`src/rtl/apb_slave_regfile.sv`:
```
// ---------------------------------------------------------------------------
// apb_slave_regfile
//
// APB3 completer holding a small word-addressed register bank. Every
// transfer waits a fixed number of ACCESS-phase cycles, and illegal accesses
// are reported on PSLVERR. It is the reference APB endpoint placed behind the
// AHB-to-APB bridge.
//
// Register map (word index = PADDR[ADDR_WIDTH-1:2], PADDR[1:0] must be 0):
//   0 .. NUM_REGS-2 : read/write data registers, reset to 0
//   NUM_REGS-1      : read-only count of committed writes (wraps)
//
// Optional feature macro: APB_SLAVE_PSTRB_EN
//   defined   -> PSTRB port exists; writes update only strobed byte lanes
//   undefined -> no PSTRB port; writes update the whole word
//
// Ports:
//   PCLK     in   clock
//   PRESETn  in   asynchronous active-low reset
//   PSEL     in   completer select
//   PENABLE  in   ACCESS-phase marker
//   PADDR    in   [ADDR_WIDTH-1:0] byte address
//   PWRITE   in   1 = write, 0 = read
//   PWDATA   in   [DATA_WIDTH-1:0] write data
//   PSTRB    in   [DATA_WIDTH/8-1:0] byte strobes (APB_SLAVE_PSTRB_EN only)
//   PRDATA   out  [DATA_WIDTH-1:0] read data, 0 outside the READY cycle
//   PREADY   out  transfer completes this cycle
//   PSLVERR  out  transfer error, valid with PREADY
// ---------------------------------------------------------------------------
module apb_slave_regfile #(
  parameter int ADDR_WIDTH  = 32,
  parameter int DATA_WIDTH  = 32,
  parameter int NUM_REGS    = 16,
  parameter int WAIT_STATES = 1
) (
  input  logic                    PCLK,
  input  logic                    PRESETn,
  input  logic                    PSEL,
  input  logic                    PENABLE,
  input  logic [ADDR_WIDTH-1:0]   PADDR,
  input  logic                    PWRITE,
  input  logic [DATA_WIDTH-1:0]   PWDATA,
`ifdef APB_SLAVE_PSTRB_EN
  input  logic [DATA_WIDTH/8-1:0] PSTRB,
`endif
  output logic [DATA_WIDTH-1:0]   PRDATA,
  output logic                    PREADY,
  output logic                    PSLVERR
);

  localparam int NB = DATA_WIDTH / 8;
  localparam int IW = $clog2(NUM_REGS);

  typedef enum logic [1:0] {
    ST_IDLE,
    ST_WAIT,
    ST_READY
  } state_t;

  state_t                  state;
  logic [3:0]              wait_cnt;
  logic [IW-1:0]           lat_idx;
  logic                    lat_legal;
  logic                    lat_write;
  logic [DATA_WIDTH-1:0]   lat_wdata;
`ifdef APB_SLAVE_PSTRB_EN
  logic [NB-1:0]           lat_strb;
`endif
  logic [NB-1:0]           wr_strb;

  logic [DATA_WIDTH-1:0]   regs [NUM_REGS];

  logic [ADDR_WIDTH-3:0]   setup_idx;
  logic                    setup_legal;
  logic [IW-1:0]           sel_idx;
  logic                    sel_legal;
  logic                    sel_write;
  logic [DATA_WIDTH-1:0]   rd_value;
  logic [DATA_WIDTH-1:0]   old_data;
  logic [DATA_WIDTH-1:0]   merged_data;
  logic                    commit;

  assign setup_idx = PADDR[ADDR_WIDTH-1:2];

`ifdef APB_SLAVE_PSTRB_EN
  assign wr_strb = lat_strb;
`else
  assign wr_strb = '1;
`endif

  // Legality is judged on the full word index so that addresses above the
  // bank never alias onto a real register. The counter slot is read-only.
  always_comb begin
    setup_legal = (PADDR[1:0] == 2'b00) &&
                  (setup_idx < (ADDR_WIDTH-2)'(NUM_REGS));
    if (PWRITE && (setup_idx == (ADDR_WIDTH-2)'(NUM_REGS - 1))) begin
      setup_legal = 1'b0;
    end
  end

  // READY can be entered straight from IDLE (no wait states), in which case
  // the access attributes are still on the bus rather than in the latches.
  always_comb begin
    if (state == ST_IDLE) begin
      sel_idx   = setup_idx[IW-1:0];
      sel_legal = setup_legal;
      sel_write = PWRITE;
    end else begin
      sel_idx   = lat_idx;
      sel_legal = lat_legal;
      sel_write = lat_write;
    end
    rd_value = '0;
    if (sel_legal && !sel_write) begin
      rd_value = regs[sel_idx];
    end
  end

  // Byte-lane merge of the latched write data with the current contents.
  always_comb begin
    old_data    = regs[lat_idx];
    merged_data = old_data;
    for (int b = 0; b < NB; b++) begin
      if (wr_strb[b]) begin
        merged_data[b*8 +: 8] = lat_wdata[b*8 +: 8];
      end
    end
  end

  assign commit = (state == ST_READY) && lat_write && lat_legal;

  // Transfer sequencer. Outputs are registered and loaded on the edge that
  // enters ST_READY, so they hold for exactly that one cycle.
  always_ff @(posedge PCLK or negedge PRESETn) begin
    if (!PRESETn) begin
      state     <= ST_IDLE;
      wait_cnt  <= '0;
      lat_idx   <= '0;
      lat_legal <= 1'b0;
      lat_write <= 1'b0;
      lat_wdata <= '0;
`ifdef APB_SLAVE_PSTRB_EN
      lat_strb  <= '0;
`endif
      PREADY    <= 1'b0;
      PSLVERR   <= 1'b0;
      PRDATA    <= '0;
    end else begin
      PREADY  <= 1'b0;
      PSLVERR <= 1'b0;
      PRDATA  <= '0;
      case (state)
        ST_IDLE: begin
          if (PSEL && !PENABLE) begin
            lat_idx   <= setup_idx[IW-1:0];
            lat_legal <= setup_legal;
            lat_write <= PWRITE;
            lat_wdata <= PWDATA;
`ifdef APB_SLAVE_PSTRB_EN
            lat_strb  <= PSTRB;
`endif
            wait_cnt  <= 4'(WAIT_STATES);
            if (WAIT_STATES > 0) begin
              state <= ST_WAIT;
            end else begin
              state   <= ST_READY;
              PREADY  <= 1'b1;
              PSLVERR <= !sel_legal;
              PRDATA  <= rd_value;
            end
          end
        end
        ST_WAIT: begin
          wait_cnt <= wait_cnt - 4'd1;
          if (!PSEL) begin
            state <= ST_IDLE;
          end else if (wait_cnt == 4'd1) begin
            state   <= ST_READY;
            PREADY  <= 1'b1;
            PSLVERR <= !sel_legal;
            PRDATA  <= rd_value;
          end
        end
        ST_READY: begin
          state <= ST_IDLE;
        end
        default: begin
          state <= ST_IDLE;
        end
      endcase
    end
  end

  // Register bank. The last slot is the write counter; it bumps on every
  // committed write, including strobe-less ones.
  always_ff @(posedge PCLK or negedge PRESETn) begin
    if (!PRESETn) begin
      for (int i = 0; i < NUM_REGS; i++) begin
        regs[i] <= '0;
      end
    end else if (commit) begin
      for (int i = 0; i < NUM_REGS - 1; i++) begin
        if (lat_idx == IW'(i)) begin
          regs[i] <= merged_data;
        end
      end
      regs[NUM_REGS-1] <= regs[NUM_REGS-1] + DATA_WIDTH'(1);
    end
  end

endmodule

```
`config.mk`:
```
export PLATFORM = sky130hd
export DESIGN_NAME = apb_slave_regfile
export DESIGN_NICKNAME = d
export VERILOG_FILES = /design/src/rtl/apb_slave_regfile.sv
export SDC_FILE = /design/constraint.sdc
export NUM_CORES = 1
export LEC_CHECK = 0
export BUFFER_PORTS_ARGS = -buffer_cell sky130_fd_sc_hd__buf_2
export CAP_MARGIN = 20
export CORE_ASPECT_RATIO = 2
export CORE_MARGIN = 2
export CORE_UTILIZATION = 47
export DETAILED_ROUTE_END_ITERATION = 16
export HOLD_SLACK_MARGIN = 0.1
export SLEW_MARGIN = 20
export SYNTH_ARGS = -nofsm -noshare
export SYNTH_HDL_FRONTEND = slang
export SYNTH_SLANG_ARGS = --single-unit
```
`constraint.sdc`:
```
create_clock -name PCLK -period 4.8 [get_ports PCLK]
set_input_delay 0.72 -clock PCLK [delete_from_list [all_inputs] [get_ports PCLK]]
set_output_delay 0.72 -clock PCLK [all_outputs]
set_load 0.05 [all_outputs]
```
Yosys cells after proc, flatten, opt, wreduce, memory -nomap -nowiden:

Index checks and enable logic that the tools add are counted.

* register bits after elaboration: 590
* bits of input ports: 69
* output and inout port bits: 34
* word-level logic and storage cells: 104

* add/subtract/negate cells: 2
* magnitude comparators: 2
* equal/unequal tests: 20
* multiplexer cells: 23
* bitwise logic cells: 1
* reductions and logical operators: 31

Operator list (count)
* $mux W32: 6
* $bmux W32 S4: 1
* $reduce_and A2 Y1: 18
* $add A32 B1 Y32 const B: 1
* $eq A30 B4 Y1 const B: 1
* $lt A30 B5 Y1 const B: 1
* $eq A4 B4 Y1 const B: 7
* $eq A4 B3 Y1 const B: 4
* $mux W1: 9
* $eq A4 B1 Y1 const B: 2
* $eq A4 B2 Y1 const B: 2
* $mux W4: 2
* $pmux W4 S2: 1
* $logic_and A1 B1 Y1: 6
* $mux W2: 3
* $ge A5 B5 Y1 const B: 1
* $not A4 Y5: 1
* $logic_not A2 Y1: 2
* $logic_not A4 Y1: 1
* $pmux W2 S2: 1
* $sub A4 B1 Y4 const B: 1
* $logic_not A1 Y1: 3
* $ne A3 B3 Y1 const B: 1
* $eq A2 B1 Y1 const B: 1
* 3 further kinds: 3

Logic depth before layout (Yosys ltp):

* word-level depth: 10
* depth in mapped cells: 10
* depth with buffers taken out: 6

Least setup slack after synthesis:

Ideal clock, no wire load.

* path type: input port to flip-flop
* start: in PADDR[2]
* end: reg PRDATA[0]
* library setup time: 136 ps
* arrival time: 1993 ps
* data required time: 4664 ps
* path slack: 2671 ps
* stages on the path: 7
* path buffers: 2
* path through: mux2i_1 -> or2_2 -> clkbuf_1 -> buf_1 -> a21oi_1 -> nor4_1 -> a21oi_1

* longest elaborated chain between the ends: 9
* elaborated cells between the ends (all ways): 16
* classes of those cells: order compare (1); eq/ne (1); mux (10); bitwise (1); reduce/logical (3)

Ends and longest elaborated chain
* start: declaration: RTL line 40 `input logic [ADDR_WIDTH-1:0] PADDR,`
* $lt A30 B5 Y1, or another cell as far along: RTL line 95 `(setup_idx < (ADDR_WIDTH-2)'(NUM_REGS));`
* $logic_and A1 B1 Y1, or another cell as far along: RTL line 94 `setup_legal = (PADDR[1:0] == 2'b00) &&`
* $mux W1 / $bmux W32 S4 (equally long branches): RTL line 96, 115
* $mux W1 / $mux W32 (equally long branches): RTL line 104, 115
* $logic_and A1 B1 Y1 / $mux W32 (equally long branches): RTL line 114, 115
* $mux W32 (*): RTL line 114 `if (sel_legal && !sel_write) begin`
* $mux W32 (*): RTL line 177 `end else if (wait_cnt == 4'd1) begin`
* $mux W32 (*): RTL line 175 `if (!PSEL) begin`
* $mux W32 (*)
* end signal: assignment: RTL line 169 `PRDATA <= rd_value;`
* end signal: assignment: RTL line 181 `PRDATA <= rd_value;`
* end: declaration: RTL line 46 `output logic [DATA_WIDTH-1:0] PRDATA,`

Mark *: on every way between the ends. The rest lies on a longest branch, timed or not. The select of a mux whose other input is x is not followed.
A chain may end at the register's enable or synchronous reset.

Worst setup path in the final report:

* start: reg state[0]
* end: reg PRDATA[18]

* longest elaborated chain between the ends: 10
* elaborated cells between the ends (all ways): 15
* classes of those cells: eq/ne (1); mux (10); bitwise (1); reduce/logical (3)

Ends and longest elaborated chain
* start: declaration: RTL line 60 `state_t state;`
* start signal: assignment: RTL line 136 `state <= ST_IDLE;`
* start signal: assignment: RTL line 164 `state <= ST_WAIT;`
* start signal: assignment: RTL line 166 `state <= ST_READY;`
* $logic_not A2 Y1: RTL line 104, 152
* $mux W4: RTL line 104 `if (state == ST_IDLE) begin`
* $not A4 Y5 (implied by the code): RTL line 115 `rd_value = regs[sel_idx];`
* $bmux W32 S4: RTL line 115
* $mux W32 (implied by the code) (2 in series): RTL line 115
* $mux W32: RTL line 114
* $mux W32: RTL line 177
* $mux W32: RTL line 175
* $mux W32 (*)

Marked as above.

==> results by group <==
Run status
  • Outcome: complete, no violations

Power
  • P_int: 8.01 mW
  • Seq pwr share: 47.8%
  • Leakage: 14.0 nW
  • Sw power: 3.72 mW
  • Pwr Total: 11.7 mW
  • Pwr Density: 399 mW/mm2
  • Clock power frac: 36.7%
  • Comb power frac: 15.6%
  • Sw frac: 31.7%
  • Worst vdd ir: 0.000236 V

Finish
  • Number of fill cells: 4907
  • Most frequent cells in the layout: dfrtp_1 (590), mux2_2 (475), nand2_1 (457)
  • Final instance count without filler cells: 3057
  • Nets: 2341
  • Post-route cell area: 0.0294 mm2
  • Register area: 0.0148 mm2
  • Commonest non-fill, non-tap cell in the layout: dfrtp_1
  • Share of layout cells above drive strength 1: 31.7%
  • Final core occ: 53.2%
  • Multi-input gate area: 0.0109 mm2
  • Syn-to-layout area delta: 11.8%

STA
  • Period utilization: 68.0%
  • Max-slew headroom: 26.9%
  • Worst-Margin Slew: 1100 ps
  • Fin Setup TNS: 0 ps
  • Hold_ws: 148 ps
  • Pins Over Slew Limit: 0
  • # setup viols final: 0
  • Final Hold Vio Count: 0
  • Unrepaired setup endpoints after global routing: false
  • Fmax achieved: 0.306 GHz
  • Crit path setup slack, layout: 1530 ps
  • Final Skew: 23.4 ps
  • Minimum clock period: 3270 ps

Synth
  • Sequential area share after synthesis: 56.2%
  • Avg Synthesized Cell Area: 11.8 um2
  • Synth Flop Type: dfrtp_1
  • Mapped Nets: 2308
  • Async S/R FF share, synth: 100%
  • Seq cells post-synth: 590
  • Mapped cell area: 0.0263 mm2
  • Post-Syn Instances: 2236
  • Netlist cell types: 41
  • EDFF count, synth: 0
  • Yosys warns: 0

Worst setup path
  • CP endpoint kind: flop
  • CP startpoint kind: flop
  • Cells on worst reg2reg path: 7
  • Setup slack, reg-to-reg: 1530 ps
  • Crit Path Max Fanout: 38
  • CP Data Required Time: 5320 ps
  • Worst Setup Path Type: reg -> reg
  • Crit path DAT: 3780 ps

Clock network
  • Clock tree buffer depth: 3
  • Max H-tree Level: 2
  • Worst-skew pair later-pin latency: 610 ps
  • CTS Buf Count: 52
  • Post-cts hold buffer count: 0
  • CTS resizes: 0
  • Post-CTS setup buffer count: 0
  • Clock Tree Root: clkbuf_16
  • CTS tree: yes
  • Clock sink count: 590
  • Worst-path clk slew: 60 ps

Place
  • Placed Cells: 2959
  • Dpl ws: 1580 ps
  • DP Wirelength: 44.9 mm
  • Routability cong.: 0.809
  • Placed cell areas: 0.0277 mm2
  • IO buf count: 102

Routing
  • Via count: 17700
  • Post-Route WL: 74.1 mm
  • Wire per inst: 24.2 um
  • # DRC: 0
  • 1st-iter DRT viols: 1197
  • Remaining antenna violation count: 0
  • Drt first pass iters: 6
  • Via/cell ratio: 5.80

Floorplanning
  • DIE HEIGHT: 338 um
  • Core area: 0.0553 mm2
  • Initial Util: 47.6%
  • Full die area: 0.0579 mm2
  • Die width: 171 um
  • FP Rows: 122
  • Io pins: 103

Global route
  • Initial antenna violation count: 5
  • GRT Overall Usage: 26.0%
  • Grt total ovfl: 0
  • Pin count of the biggest net entering global routing: 128
  • Global-route wire length before repair: 113 mm
  • Number of global-route vias before repair: 18800

Hold path
  • Worst hold-check path type: in -> async

Flow run
  • Max_cap viols: 0
synthesized netlist by cell type, drive strengths merged (7+ instances only):
cell type  number  share of area, %
clkbuf         96               1.4
nor2           27              0.40
o21ai           9              0.17
and3            9              0.21
buf            73               1.5
mux2i         101               3.8
or3             7              0.17
xnor2          22              0.73
dfrtp         590                56
xor2            9              0.30
nor4           38              0.90
nand2         457               6.5
nand3          85               1.6
mux2          481                21
a222oi         32               1.2
a21oi         156               3.0
cell type report:
type	count	area share, %
sequential	590	50.3
multi-input combinational	1472	37.2
clock buffer	79	5.15
timing repair buffer	148	3.43
tap	744	3.17
clock inverter	17	0.690
inverter	5	0.0639
antenna	2	0.0170
worst max-delay path: stages (launching register included):
cell and delay (ps):
dfrtp_1 430, nor2_2 690, mux2i_4 350, buf_4 670
mux2i_1 160, a222oi_1 400, nand3_1 180, a21oi_1 200
flip-flops by register name (all words and copies together) (netlist names):
register	cells
lat_wdata	32
PRDATA	32
PSLVERR	1
lat_legal	1
state	2
wait_cnt	4
lat_idx	4
PREADY	1
lat_write	1
regs	512
worst paths after layout:
path | start | end
max | state[0] | PRDATA[18]
min | PRESETn | regs[279]
max reg2reg | state[0] | PRDATA[18]
min reg2reg | regs[31] | regs[31]
max in group asynchronous | PRESETn | regs[389]
min in group PCLK | PWDATA[31] | lat_wdata[31]
power by group through the flow:
stage          clock (mW)  combinational [mW]  sequential (mW)
2_1_floorplan           0                1.24             5.32
3_3_place_gp            0                1.80             5.67
3_5_place_dp            0                1.83             5.68
4_1_cts              4.39                1.84             5.59
5_1_grt              4.58                1.94             5.65
6_report             4.30                1.83             5.60
kinds of logic after synthesis:
logic type / count (synthesis) / synth area share, %
and+or+nand+nor: 655 / 10.7
DFF: 590 / 56.2
muxes: 583 / 24.5
AOI/OAI and AO/OA: 200 / 4.45
buffers and inverters: 174 / 2.97
xor gates and xnor gates: 31 / 1.03
adders and majority gates: 3 / 0.143
layer usage:
metal  vias to the layer above  routed length (um)  global-route usage (%)
met2                       540               38700                    46.7
met3                       195                3120                    2.96
met4                         2                4220                    13.6
met1                      9129               28000                    30.1
met5                         -                  11                       0
li1                       7851                   -                       -
No activity file was read; power rests on OpenSTA's default activity.
